===== config.mk =====
export PLATFORM = sky130hd
export DESIGN_NAME = uart_frame_parser
export DESIGN_NICKNAME = d
export VERILOG_FILES = /design/src/rtl/uart_frame_parser.sv
export SDC_FILE = /design/constraint.sdc
export NUM_CORES = 1
export LEC_CHECK = 0
export BUFFER_PORTS_ARGS = -buffer_cell sky130_fd_sc_hd__buf_2
export CORE_MARGIN = 5
export CORE_UTILIZATION = 55
export DETAILED_ROUTE_END_ITERATION = 6
export PLACE_DENSITY = 0.84
export REMOVE_ABC_BUFFERS = 1
export SYNTH_ARGS = -nofsm -noshare
export SYNTH_HDL_FRONTEND = slang
export SYNTH_SLANG_ARGS = --single-unit

===== constraint.sdc =====
create_clock -name i_Clock -period 2.9 [get_ports i_Clock]
set_clock_uncertainty 0.1 [all_clocks]
set_input_delay 0.58 -clock i_Clock [delete_from_list [all_inputs] [get_ports i_Clock]]
set_output_delay 0.58 -clock i_Clock [all_outputs]
set_load 0.005 [all_outputs]

===== src/rtl/uart_frame_parser.sv =====
// uart_frame_parser: sync/length/XOR-checked frame decoder behind a UART RX.
// Optional inter-byte timeout is built when FRAME_TIMEOUT_EN is defined.
module uart_frame_parser #(
  parameter int         MAX_LEN      = 16,
  parameter logic [7:0] SYNC_BYTE    = 8'hA5,
  parameter int         TIMEOUT_CLKS = 52080,
  localparam int        AW = (MAX_LEN > 1) ? $clog2(MAX_LEN) : 1
) (
  input  logic          i_Clock,
  input  logic          i_Rst_L,
  input  logic          i_RX_DV,
  input  logic [7:0]    i_RX_Byte,
  input  logic          i_Frame_Ack,
  input  logic [AW-1:0] i_Rd_Addr,
  output logic          o_Frame_Valid,
  output logic [7:0]    o_Frame_Cmd,
  output logic [7:0]    o_Frame_Len,
  output logic [7:0]    o_Rd_Data,
  output logic          o_Err,
  output logic [1:0]    o_Err_Code,
  output logic          o_Drop
);

  localparam int         CW    = $clog2(MAX_LEN + 1);
  localparam int         DEPTH = 1 << AW;
  localparam logic [7:0] MAX8  = 8'(MAX_LEN);

  typedef enum logic [2:0] {
    S_HUNT, S_CMD, S_LEN, S_PAY, S_CHK, S_HOLD
  } state_t;

  state_t        state_q, state_d;
  logic [7:0]    cmd_q, len_q, chk_q, rd_q;
  logic [CW-1:0] cnt_q;
  logic [7:0]    mem [DEPTH];
  logic          err_q, err_d, drop_q, drop_d;
  logic [1:0]    code_q, code_d;
  logic          wr_en, last_pay, tmo;

  assign last_pay = (8'(cnt_q) + 8'd1) == len_q;

`ifdef FRAME_TIMEOUT_EN
  localparam int TW = $clog2(TIMEOUT_CLKS);
  logic [TW-1:0] idle_q;
  logic          in_frame;

  assign in_frame = (state_q == S_CMD) || (state_q == S_LEN) ||
                    (state_q == S_PAY) || (state_q == S_CHK);
  assign tmo = in_frame && !i_RX_DV &&
               (idle_q == TW'(TIMEOUT_CLKS - 1));

  // idle clocks since the last byte while a frame is in progress
  always_ff @(posedge i_Clock) begin
    if (!i_Rst_L)
      idle_q <= '0;
    else if (!in_frame || i_RX_DV || tmo)
      idle_q <= '0;
    else
      idle_q <= idle_q + TW'(1);
  end
`else
  logic unused_tmo;
  assign unused_tmo = (TIMEOUT_CLKS < 2);
  assign tmo = 1'b0;
`endif

  // next state, error/drop pulses and payload write enable
  always_comb begin
    state_d = state_q;
    err_d   = 1'b0;
    code_d  = 2'b00;
    drop_d  = 1'b0;
    wr_en   = 1'b0;
    unique case (state_q)
      S_HUNT:
        if (i_RX_DV && i_RX_Byte == SYNC_BYTE)
          state_d = S_CMD;
      S_CMD:
        if (i_RX_DV)
          state_d = S_LEN;
      S_LEN:
        if (i_RX_DV) begin
          if (i_RX_Byte > MAX8) begin
            err_d   = 1'b1;
            code_d  = 2'b01;
            state_d = S_HUNT;
          end else if (i_RX_Byte == 8'd0) begin
            state_d = S_CHK;
          end else begin
            state_d = S_PAY;
          end
        end
      S_PAY:
        if (i_RX_DV) begin
          wr_en = 1'b1;
          if (last_pay)
            state_d = S_CHK;
        end
      S_CHK:
        if (i_RX_DV) begin
          if (i_RX_Byte == chk_q) begin
            state_d = S_HOLD;
          end else begin
            err_d   = 1'b1;
            code_d  = 2'b10;
            state_d = S_HUNT;
          end
        end
      S_HOLD: begin
        drop_d = i_RX_DV;
        if (i_Frame_Ack)
          state_d = S_HUNT;
      end
      default:
        state_d = S_HUNT;
    endcase
    if (tmo) begin
      err_d   = 1'b1;
      code_d  = 2'b11;
      state_d = S_HUNT;
    end
  end

  // state register
  always_ff @(posedge i_Clock) begin
    if (!i_Rst_L)
      state_q <= S_HUNT;
    else
      state_q <= state_d;
  end

  // header capture, running checksum, byte counter and output pulses
  always_ff @(posedge i_Clock) begin
    if (!i_Rst_L) begin
      cmd_q  <= '0;
      len_q  <= '0;
      chk_q  <= '0;
      cnt_q  <= '0;
      rd_q   <= '0;
      err_q  <= 1'b0;
      code_q <= 2'b00;
      drop_q <= 1'b0;
    end else begin
      err_q  <= err_d;
      code_q <= code_d;
      drop_q <= drop_d;
      rd_q   <= mem[i_Rd_Addr];
      if (i_RX_DV) begin
        unique case (state_q)
          S_CMD: begin
            cmd_q <= i_RX_Byte;
            chk_q <= i_RX_Byte;
          end
          S_LEN: begin
            len_q <= i_RX_Byte;
            chk_q <= chk_q ^ i_RX_Byte;
            cnt_q <= '0;
          end
          S_PAY: begin
            chk_q <= chk_q ^ i_RX_Byte;
            cnt_q <= cnt_q + CW'(1);
          end
          default: ;
        endcase
      end
    end
  end

  // payload buffer, never cleared by reset
  always_ff @(posedge i_Clock) begin
    if (i_Rst_L && wr_en)
      mem[cnt_q[AW-1:0]] <= i_RX_Byte;
  end

  assign o_Frame_Valid = (state_q == S_HOLD);
  assign o_Frame_Cmd   = cmd_q;
  assign o_Frame_Len   = len_q;
  assign o_Rd_Data     = rd_q;
  assign o_Err         = err_q;
  assign o_Err_Code    = code_q;
  assign o_Drop        = drop_q;

endmodule


* Word level (Yosys, flattened, before mapping)
Memories as Yosys holds them, arrays and structs flattened. A register that Yosys moved wholly into a read port is not among the register bits. Cells that the tools add are included.
Storage, ports and cells: register bits 36, memory bits (writable) 128, input bits 16, output and inout bits 29, word-level logic and storage cells 69, memories kept 1
Memory list:
- mem | words 16, bits a word 8, rd ports 1, clocked after memory_dff 1, write ports 1, line 35 | logic [7:0] mem [DEPTH];
Cells by class: add/subtract/negate cells 2, magnitude comparators 1, equal/unequal tests 15, multiplexer cells 27, bitwise operators 1, reduce and logical (&&, ||, !) cells 14
Operators by type and width (count):
- 3-bit 2-to-1 mux | 10
- 3-bit case mux with 6 select lines | 1
- 8-bit case mux with 2 select lines | 1
- 2-bit inequality test, second input constant | 7
- 1-bit 2-to-1 mux | 10
- 5-bit case mux with 2 select lines | 1
- 2-bit AND reduction | 5
- 6-bit by 8-bit == test with 1-bit output | 1
- 8-bit == test | 1
- 8-bit == test, second input constant | 1
- 8-bit by 5-bit > comparator with 1-bit output, second input constant | 1
- 8-bit zero test | 1
- 8-bit bitwise XOR | 1
- 7-bit AND reduction | 1
- 5-bit by 1-bit adder with 6-bit output, second input constant | 1
- 3-bit by 2-bit == test with 1-bit output, second input constant | 2
- 3-bit == test, second input constant | 2
- 5-bit by 1-bit adder with 5-bit output, second input constant | 1
- 2-bit 2-to-1 mux | 2
- 2-bit case mux with 2 select lines | 1
- 2-bit nonzero test | 2
- 3-bit by 1-bit == test with 1-bit output, second input constant | 1
- 3-bit zero test | 1
- 1-bit logical AND | 2
- 3 further kinds | 3

* Depth between registers and ports, before layout
Gate-level depths: netlist (run 1).
depth in word-level cells 5, depth in mapped cells 9

* Worst setup path after synthesis (run 1)
No wires, ideal clock.
kind input -> register, from input i_RX_DV, to memory mem[2][0], enable pin, library setup time 0.383 ns, arrival 1.870 ns, path slack 0.547 ns, stages 5, buffers on the path 1, path through clkbuf_1 -> nand2_1 -> nor2_1 -> nand2_1 -> nor3_1
On the way: word-level cells in the longest chain between the ends 5
Ends and longest elaborated chain:
- start, declared | line 11 | input logic i_RX_DV,
- 1-bit 2-to-1 mux | line 94 | if (i_RX_DV) begin
- 1-bit 2-to-1 mux | line 74 | unique case (state_q)
- 1-bit logical AND | line 171 | if (i_Rst_L && wr_en)
- 1-bit 2-to-1 mux | line 171
- 1-bit 2-to-1 mux (not written as such) | line 172 | mem[cnt_q[AW-1:0]] <= i_RX_Byte;
- end, declared | line 35
Every way passes these cells.

* Final worst setup path (run 1)
from register state_q[0], to output o_Frame_Valid
On the way: word-level cells in the longest chain between the ends 1
Ends and longest elaborated chain:
- start, declared | line 32 | state_t state_q, state_d;
- start signal, assigned | line 129 | state_q <= state_d;
- 3-bit == test | line 175 | assign o_Frame_Valid = (state_q == S_HOLD);
- end, declared | line 15 | output logic o_Frame_Valid,
Every way passes these cells.

==> results.txt, run 1 <==
- Status: finished clean
- Summed over all instances, the cell type with the most area after synthesis is sky130_fd_sc_hd__edfxtp_1.
* Global Route Usage Sum: 0.2218
- Top flip-flop cell by instance count after synthesis: sky130_fd_sc_hd__edfxtp_1
* Pin count of the biggest net entering global routing: 53
* Synthesized area divided by synthesized cell count: 15.13 um2
- Worst max-slew margin expressed relative to the limit: 0.6071
* Max rail drop VDD: 0.3892 mV
- The wire-length estimate of the detail-placed layout is 9.708 mm.
- On the critical path, the stage with the largest delay is an instance of sky130_fd_sc_hd__dfxtp_1.
* Number of maximum-capacitance constraint violations: 0
- Pins over their slew limit: 0
- The cell area that synthesis handed to floorplanning was 7111 um2.
- Height of the chip: 123.7 um
* Ratio of cells with drive above 1 in the final layout: 0.2670
- The worst hold path belongs to the class register to register.
* Die width: 123.7 um
- The clock drives 172 sinks.
* Startpoint type of the worst setup path: register
- Initial Util: 0.5612
* Gate count of the mapped netlist: 470
* Maximum count of clock buffers along a single path: 2
- Area enclosed by the die boundary: 15300 um2
- Using the TritonRoute via totals, the vias-per-cell ratio works out to 6.032.
- Final setup TNS: 0 ns
* Static leakage: 0.002726 uW
* Sequence of cells on the critical path: clkinv_1, nor2_1, buf_2
- The critical path is of the register to output pin type.
- Synth top area cells: sky130_fd_sc_hd__edfxtp_1, sky130_fd_sc_hd__mux4_2, sky130_fd_sc_hd__dfxtp_1, sky130_fd_sc_hd__nand2_1, sky130_fd_sc_hd__xnor2_1
- The number of antenna violations at the first check in global routing came to 0.
- Clk pin slew, worst setup/hold paths: 0.06 ns
- After detailed routing, the number of remaining DRC violations is 0.
* Clock latency of the later-clocked register in the worst-skew pair: 0.42 ns
- Count of warnings emitted by yosys: 0
* Largest stage delay on the critical path: 0.62 ns
* Overflow left after global routing: 0
- Total I/O pin count: 45
* Wire length of the first global-routing pass: 24.03 mm
* Number of enable-type register cells in the synthesized netlist: 128
* Library cell with the highest instance count after synthesis: sky130_fd_sc_hd__edfxtp_1
* Fmax achieved: 408.4 MHz
- The commonest cells after synthesis are sky130_fd_sc_hd__edfxtp_1, sky130_fd_sc_hd__nand2_1, sky130_fd_sc_hd__dfxtp_1, sky130_fd_sc_hd__mux4_2.
- Vias after detailed routing: 4313
- The final layout contains 551 nets.
* Total CTS buffers: 17
* Number of placed instances with taps included: 684
* Number of cells upsized or downsized after cts: 0
* Final count of hold timing violations: 0
* Crit path required time: 2.22 ns
* Largest driver fanout on the critical path: 14
- The sequential cells in the finished layout cover a total of 4725 um2.
* Setup repair bufs after CTS: 0
* TritonCTS clock tree: built
* Synth-to-Final Area Change: 15.73%
- WP data arrival: 1.77 ns
- In the final layout, the multi-input gates occupy 2232 um2.
- Share of the clock period used by the worst path: 0.8443
* DRT iter0 DRCs: 430
- Quantity of I/O buffers inserted on ports: 44
* Antenna diodes: 0
- Seq cells post-synth: 172
- Setup violations remaining at the end of the flow were counted as 0.
* Cell Rows: 41
* Ratio of total power to cell area: 630.1 nW/um2
- Setup repair after global routing missed its margin: false
- The netlist uses 50 different library cells.
- Filler instances: 884
* H-tree depth reported by CTS: 4
* Final routed wire length divided by cell count: 22.17 um
- DRT Wirelength: 15.85 mm
- In the synthesized netlist the async set-or-reset flop fraction comes to 0.
* Post-CTS Hold Fix Bufs: 0
- For the pin with the worst max-slew slack, the measured transition is 0.5867 ns.
- In this run the remaining antenna-violating nets after routing total 0.
- Via count of the first global-routing pass: 4263
- Of the synthesized area, sequential elements account for 0.6644.
- Category of the worst setup path capture point: output pin
* Gpl congestion: 0.8408
- The worst path in the final design needs a cycle of 2.448 ns, including I/O delays and setup.
- The share of synthesized area in the top cell type comes to 0.5406.
* Final standard cell count with taps included and fillers excluded: 715
- In this run the clock root is driven by a sky130_fd_sc_hd__clkbuf_16.
* Detailed-routing iteration count for the pre-antenna-repair pass: 4
- Area inside the core boundary: 12670 um2
[layout make-up]
class / instances / share of cell area
tap: 172 / 0.02615
multi-input combinational: 266 / 0.2712
clock buffer: 19 / 0.05261
timing repair buffer: 69 / 0.05261
clock inverter: 12 / 0.02098
sequential: 172 / 0.5741
inverter: 5 / 0.002281
[registers in the layout (all words and copies together), names as in the netlist, 2 cells and up]
name         flops
mem            128
chk_q            8
o_Frame_Cmd      8
o_Frame_Len      8
o_Rd_Data        8
cnt_q            5
state_q          3
o_Err_Code       2
[worst paths after layout]
path                        from        endpoint  slack [ns]  cells after the start
setup / recovery      state_q[0]   o_Frame_Valid        0.45                      3
hold / removal    o_Frame_Cmd[7]  o_Frame_Cmd[7]        0.35                      2
setup reg to reg      state_q[1]       mem[0][1]        0.51                      6
hold reg to reg   o_Frame_Cmd[7]  o_Frame_Cmd[7]        0.35                      2
[cell usage in the layout, fill, tap and decap left out, types with 12 or more instances in the layout]
master / synthesis / final
sky130_fd_sc_hd__nand2_1: 52 / 52
sky130_fd_sc_hd__nor2b_1: 12 / 12
sky130_fd_sc_hd__nor2_1: 20 / 20
sky130_fd_sc_hd__nand3_1: 12 / 12
sky130_fd_sc_hd__clkbuf_16: 0 / 17
sky130_fd_sc_hd__dfxtp_1: 44 / 44
sky130_fd_sc_hd__o21ai_0: 20 / 20
sky130_fd_sc_hd__buf_4: 0 / 23
sky130_fd_sc_hd__xnor2_1: 12 / 12
sky130_fd_sc_hd__edfxtp_1: 128 / 128
sky130_fd_sc_hd__nor3_1: 13 / 13
sky130_fd_sc_hd__buf_2: 2 / 44
sky130_fd_sc_hd__mux4_2: 40 / 40
[metal layers]
metal	track usage	vias to the layer above	share of wire
met4	0.08512	0	0.019
li1	-	1913	-
met2	0.3650	210	0.51
met1	0.2899	2159	0.39
met3	0.04905	31	0.083
met5	0	-	0
[where the power goes]
group	internal [uW]	switching (uW)
clock	1430	893
combinational	93.9	115
sequential	2650	4.29
[critical path, delay by kind of cell (launching register included)]
| kind | cells | cell delay (ns) |
|---|---|---|
| DFF | 1 | 0.62 |
| and+or+nand+nor | 1 | 0.20 |
| buffers and inverters | 2 | 0.53 |
[stage by stage]
stage | total power [uW] | util | instance area, um2 | setup slack (ns) | hold WS, ns
5_1_grt | 5342 | 0.6495 | 8229 | 0.3570 | 0.3634
2_1_floorplan | 2790 | - | 6975 | 0.5938 | 0.3447
4_1_cts | 5221 | 0.6495 | 8229 | 0.4825 | 0.3497
6_report | 5185 | 0.6495 | 8229 | 0.4517 | 0.3462
3_3_place_gp | 2906 | 0.6017 | 7624 | 0.5457 | 0.3349
3_5_place_dp | 2915 | 0.6017 | 7624 | 0.5235 | 0.3417
[cell families after synthesis]
family | after synthesis | synth area share
mux | 41 | 0.1281
fa+ha+maj | 4 | 0.007039
compound gates | 68 | 0.06282
simple gates | 140 | 0.09995
buf+inv | 32 | 0.02164
flops | 172 | 0.6644
xor+xnor | 13 | 0.01601
Note: power is estimated with default switching activity, not from simulation.
==> inputs of run 2 (changes only) <==
ABC_AREA = 1   (was not set)
CORE_UTILIZATION = 54   (was 55)
PLACE_DENSITY = 0.86   (was 0.84)
clock period = 2.2 ns   (was 2.9 ns; I/O delays follow)
==> results.txt, run 2 <==
- Status: finished clean (unchanged).
* Die width: 124.5 um (was 123.7 um)
- Compound-cell area share of the yosys netlist: 0.1450 (was 0.06282)
* Clock latency of the later-clocked register in the worst-skew pair: 0.43 ns (was 0.42 ns)
- Sequence of cells on the critical path: ha_1, inv_1, nand2_1, nand2_1, nand2_1, nand2_1, nor2_1, nand4_1, nand2_2, nand3_1, a21oi_2 (was clkinv_1, nor2_1, buf_2).
* Multiplexer share of the synthesized area: 0 (was 0.1281)
- Critical-path top delay cell: sky130_fd_sc_hd__dfxtp_1 (unchanged)
- Height of the chip: 124.5 um (was 123.7 um)
- The number of standard cells after synthesis came to 654 (was 470).
- The critical path depth in cells was 11 (was 3).
* H-tree depth reported by CTS: 4 (unchanged)
- The maximum count of clock buffers along a single path came to 2 (unchanged).
- CTS Root Buffer Type: sky130_fd_sc_hd__clkbuf_16 (unchanged)
- Counting stages on the worst path, the most repeated cell is sky130_fd_sc_hd__nand2_1.
* CP delay by family, top: simple AND/OR/NAND/NOR gates (was flip-flops)
* Number of library cell types mapped by synthesis: 33 (was 50)
- Antenna viol nets, final: 0 (unchanged)
- The global placer's final weighted congestion was 0.8691 (was 0.8408).
- Clk pin slew, worst setup/hold paths: 0.06 ns (about the same)
- The capturing point of the worst reg2reg path was state_q[2] (was mem[0][1]).
- Ratio of total power to cell area: 922.5 nW/um2 (was 630.1 nW/um2)
* Static leakage: 0.002998 uW (was 0.002726 uW)
* Xor and xnor fraction of the mapped netlist area: 0.009903 (was 0.01601)
* FF-to-FF Start: cnt_q[0] (was state_q[1])
- Most used standard cells in the synthesized netlist: sky130_fd_sc_hd__edfxtp_1, sky130_fd_sc_hd__nor2_1, sky130_fd_sc_hd__o21ai_0, sky130_fd_sc_hd__nand2_1, sky130_fd_sc_hd__inv_1 (was sky130_fd_sc_hd__edfxtp_1, sky130_fd_sc_hd__nand2_1, sky130_fd_sc_hd__dfxtp_1, sky130_fd_sc_hd__mux4_2)
- Crit path required time: 2.46 ns (was 2.22 ns)
- The area fraction of the dominant cell type after synthesis was 0.5432 (was 0.5406).
- The total power draw came to 7562 uW (was 5185 uW).
- The number of max-capacitance violations reported came to 0 (unchanged).
- The number of antenna violations at the first check in global routing was 0 (unchanged).
- Synth-to-Final Area Change: 15.86% (was 15.73%)
- Ratio of cells with drive above 1 in the final layout: 0.1623 (was 0.2670)
- Area enclosed by the die boundary: 15490 um2 (was 15300 um2)
* Overflow left after global routing: 0 (unchanged)
* TritonCTS clock tree: built (unchanged)
- The biggest cell delay along the critical path came to 0.45 ns (was 0.62 ns).
- DPL Wire Length: 10.55 mm (was 9.708 mm)
- Seq cells post-synth: 172 (unchanged)
* Max rail drop VDD: 0.6201 mV (was 0.3892 mV)
- Leading cell types in the layout, fill and taps excluded: sky130_fd_sc_hd__edfxtp_1, sky130_fd_sc_hd__nor2_1, sky130_fd_sc_hd__o21ai_0 (was sky130_fd_sc_hd__edfxtp_1, sky130_fd_sc_hd__nand2_1, sky130_fd_sc_hd__dfxtp_1, sky130_fd_sc_hd__buf_2, sky130_fd_sc_hd__mux4_2).
- CP Class: register to register (was register to output pin)
- Post-synthesis sequential area ratio: 0.6677 (was 0.6644)
- The aggregate global-route resource usage was 0.2193 (was 0.2218).
- Setup Viol. Count Final: 0 (unchanged)
- Layout Nets: 734 (was 551)
* Hold Path Cell Cnt: 1 (was 2)
- The total of buffers placed on input and output ports came to 44 (unchanged).
* Post-CTS Hold Fix Bufs: 0 (unchanged)
- Most frequent standard cell in the layout excluding fill and tap cells: sky130_fd_sc_hd__edfxtp_1 (unchanged)
* Slew at the pin closest to its max-slew limit: 0.5130 ns (was 0.5867 ns)
* Pins over their slew limit: 0 (unchanged)
- Util after Layout: 0.6444 (was 0.6495)
- Vias after detailed routing: 5251 (was 4313)
- Top flip-flop cell by instance count after synthesis: sky130_fd_sc_hd__edfxtp_1 (unchanged)
- DRT iter0 DRCs: 595 (was 430)
* Synthesized area divided by synthesized cell count: 10.82 um2 (was 15.13 um2)
- Antenna diodes: 0 (unchanged)
* Synth top area cells: sky130_fd_sc_hd__edfxtp_1, sky130_fd_sc_hd__dfxtp_1, sky130_fd_sc_hd__o21ai_0, sky130_fd_sc_hd__nor2_1, sky130_fd_sc_hd__nand2_1 (was sky130_fd_sc_hd__edfxtp_1, sky130_fd_sc_hd__mux4_2, sky130_fd_sc_hd__dfxtp_1, sky130_fd_sc_hd__nand2_1, sky130_fd_sc_hd__xnor2_1)
- The flip-flop count of the largest register after layout was 128 (unchanged).
* End of the critical path: state_q[2] (was o_Frame_Valid)
- Clock period minus worst slack: 2.044 ns
* Dominant cell type by area after synthesis: sky130_fd_sc_hd__edfxtp_1 (unchanged)
- The simple-gate share of the synthesized area came to 0.1238 (was 0.09995).
- Final setup TNS: 0 ns (unchanged)
- The kind of path behind the tightest hold check was input port to register (was register to register).
* Setup repair bufs after CTS: 0 (unchanged)
- Detailed-routing iteration count for the pre-antenna-repair pass: 5 (was 4)
- Fmax achieved: 489.3 MHz
* Largest family of logic cells by synthesized area: compound AO/OA/AOI/OAI gates (was multiplexers)
- The routed wire length was 16.59 mm (was 15.85 mm).
* Cell Rows: 41 (unchanged)
* Post-synthesis instance area: 7076 um2 (was 7111 um2)
- Initial Util: 0.5562 (was 0.5612)
* Count of warnings emitted by yosys: 0 (unchanged)
- Setup slack on the worst flop-to-flop path: 0.16 ns (was 0.51 ns)
* Crit path buf inv count: 1 (was 2)
- The endpoint class of the critical path was a register (was output pin).
- Of the available clock period, the critical path in the final layout requires 0.9290.
- The synthesized-area fraction occupied by adder cells came to 0.007073 (was 0.007039).
- The first-pass GRT wire length was 26.70 mm (was 24.03 mm).
- Vias per std cell: 5.841 (was 6.032)
- The most instantiated library cell after synthesis is sky130_fd_sc_hd__edfxtp_1 (unchanged).
* Residual DRC: 0 (unchanged)
- Total CTS buffers: 17 (unchanged)
* Largest driver fanout on the critical path: 6 (was 14)
* Worst Setup SP: cnt_q[0] (was state_q[0])
* Depth of the worst register-to-register path: 11 (was 6)
* Worst max-slew margin expressed relative to the limit: 0.6580 (was 0.6071)
* Startpoint type of the worst setup path: register (unchanged)
- The area of the core region was 12720 um2 (was 12670 um2).
- The CTS sink count was 172 (unchanged).
- WP data arrival: 2.31 ns (was 1.77 ns)
- The average detailed-routed wire length per instance was 18.45 um (was 22.17 um).
- Pin count of the biggest net entering global routing: 65 (was 53)
- The number of instances resized during post-cts repair was 0 (unchanged).
* Total I/O pin count: 45 (unchanged)
- Via count of the first global-routing pass: 5159 (was 4263)
* Number of enable-type register cells in the synthesized netlist: 128 (unchanged)
- Fraction of synthesis flops using an asynchronous set or reset pin: 0 (unchanged)
- The hold violation total from the final report is 0 (unchanged).
- Setup repair after global routing missed its margin: false (unchanged)
-- run 2: changes by cell type in the layout (fill, tap and decap cells not counted), sizes merged, moves of 23 or more --
cell	before	now
mux4	40	0
o21ai	28	100
inv	4	49
o221ai	0	23
a21oi	6	34
nor2	20	117
-- run 2: worst min-delay path by stage --
stage,start,end,slack (ns)
after global routing,i_RX_Byte[1],mem[1][1],0.25
after detailed placement,o_Frame_Len[7],o_Frame_Len[7],0.36
after floorplan,o_Frame_Len[7],o_Frame_Len[7],0.36
after global placement,o_Frame_Len[7],o_Frame_Len[7],0.36
after CTS,i_RX_Byte[1],mem[1][1],0.25
final,i_RX_Byte[1],mem[1][1],0.26
-- run 2: kinds of logic (layout without fill, tap and decap cells) --
family / Yosys count / count (layout)
buffers and inverters: 83 / 156
AOI/OAI and AO/OA: 178 / 178
adders and majority gates: 4 / 4
DFF: 172 / 172
and+or+nand+nor: 209 / 209
xor gates and xnor gates: 8 / 8
-- run 2: metrics by stage --
step / std cells / hold WS, ns / worst slack, ns / area, um2
floorplan: 622 / 0.3593 / -0.09758 / 6938
global placement: 867 / 0.3646 / 0.3149 / 7616
detailed placement: 867 / 0.3616 / 0.2595 / 7616
CTS: 899 / 0.2472 / 0.2315 / 8198
global route: 899 / 0.2481 / 0.08254 / 8198
finish: 899 / 0.2559 / 0.1563 / 8198
-- run 2: metal layers --
| metal | part of all wire | GRT usage |
|---|---|---|
| met4 | 0.028 | 0.1012 |
| met3 | 0.098 | 0.05317 |
| met5 | 0 | 0 |
| met2 | 0.47 | 0.3445 |
| met1 | 0.41 | 0.2889 |
-- run 2: layout make-up --
class	instances	area [um2]
Fill cell	962	4524
Inverter	51	191.4
Multi-Input combinational cell	399	2022
Timing Repair Buffer	73	462.9
Clock inverter	10	117.6
Sequential cell	172	4725
Clock buffer	22	464.2
Tap cell	172	215.2
-- run 2: report_power, final --
group          internal, uW  leakage (uW)  switching (uW)
Clock                  1730      0.000272            1190
Combinational           330       0.00122             611
Sequential             3610       0.00151            87.6
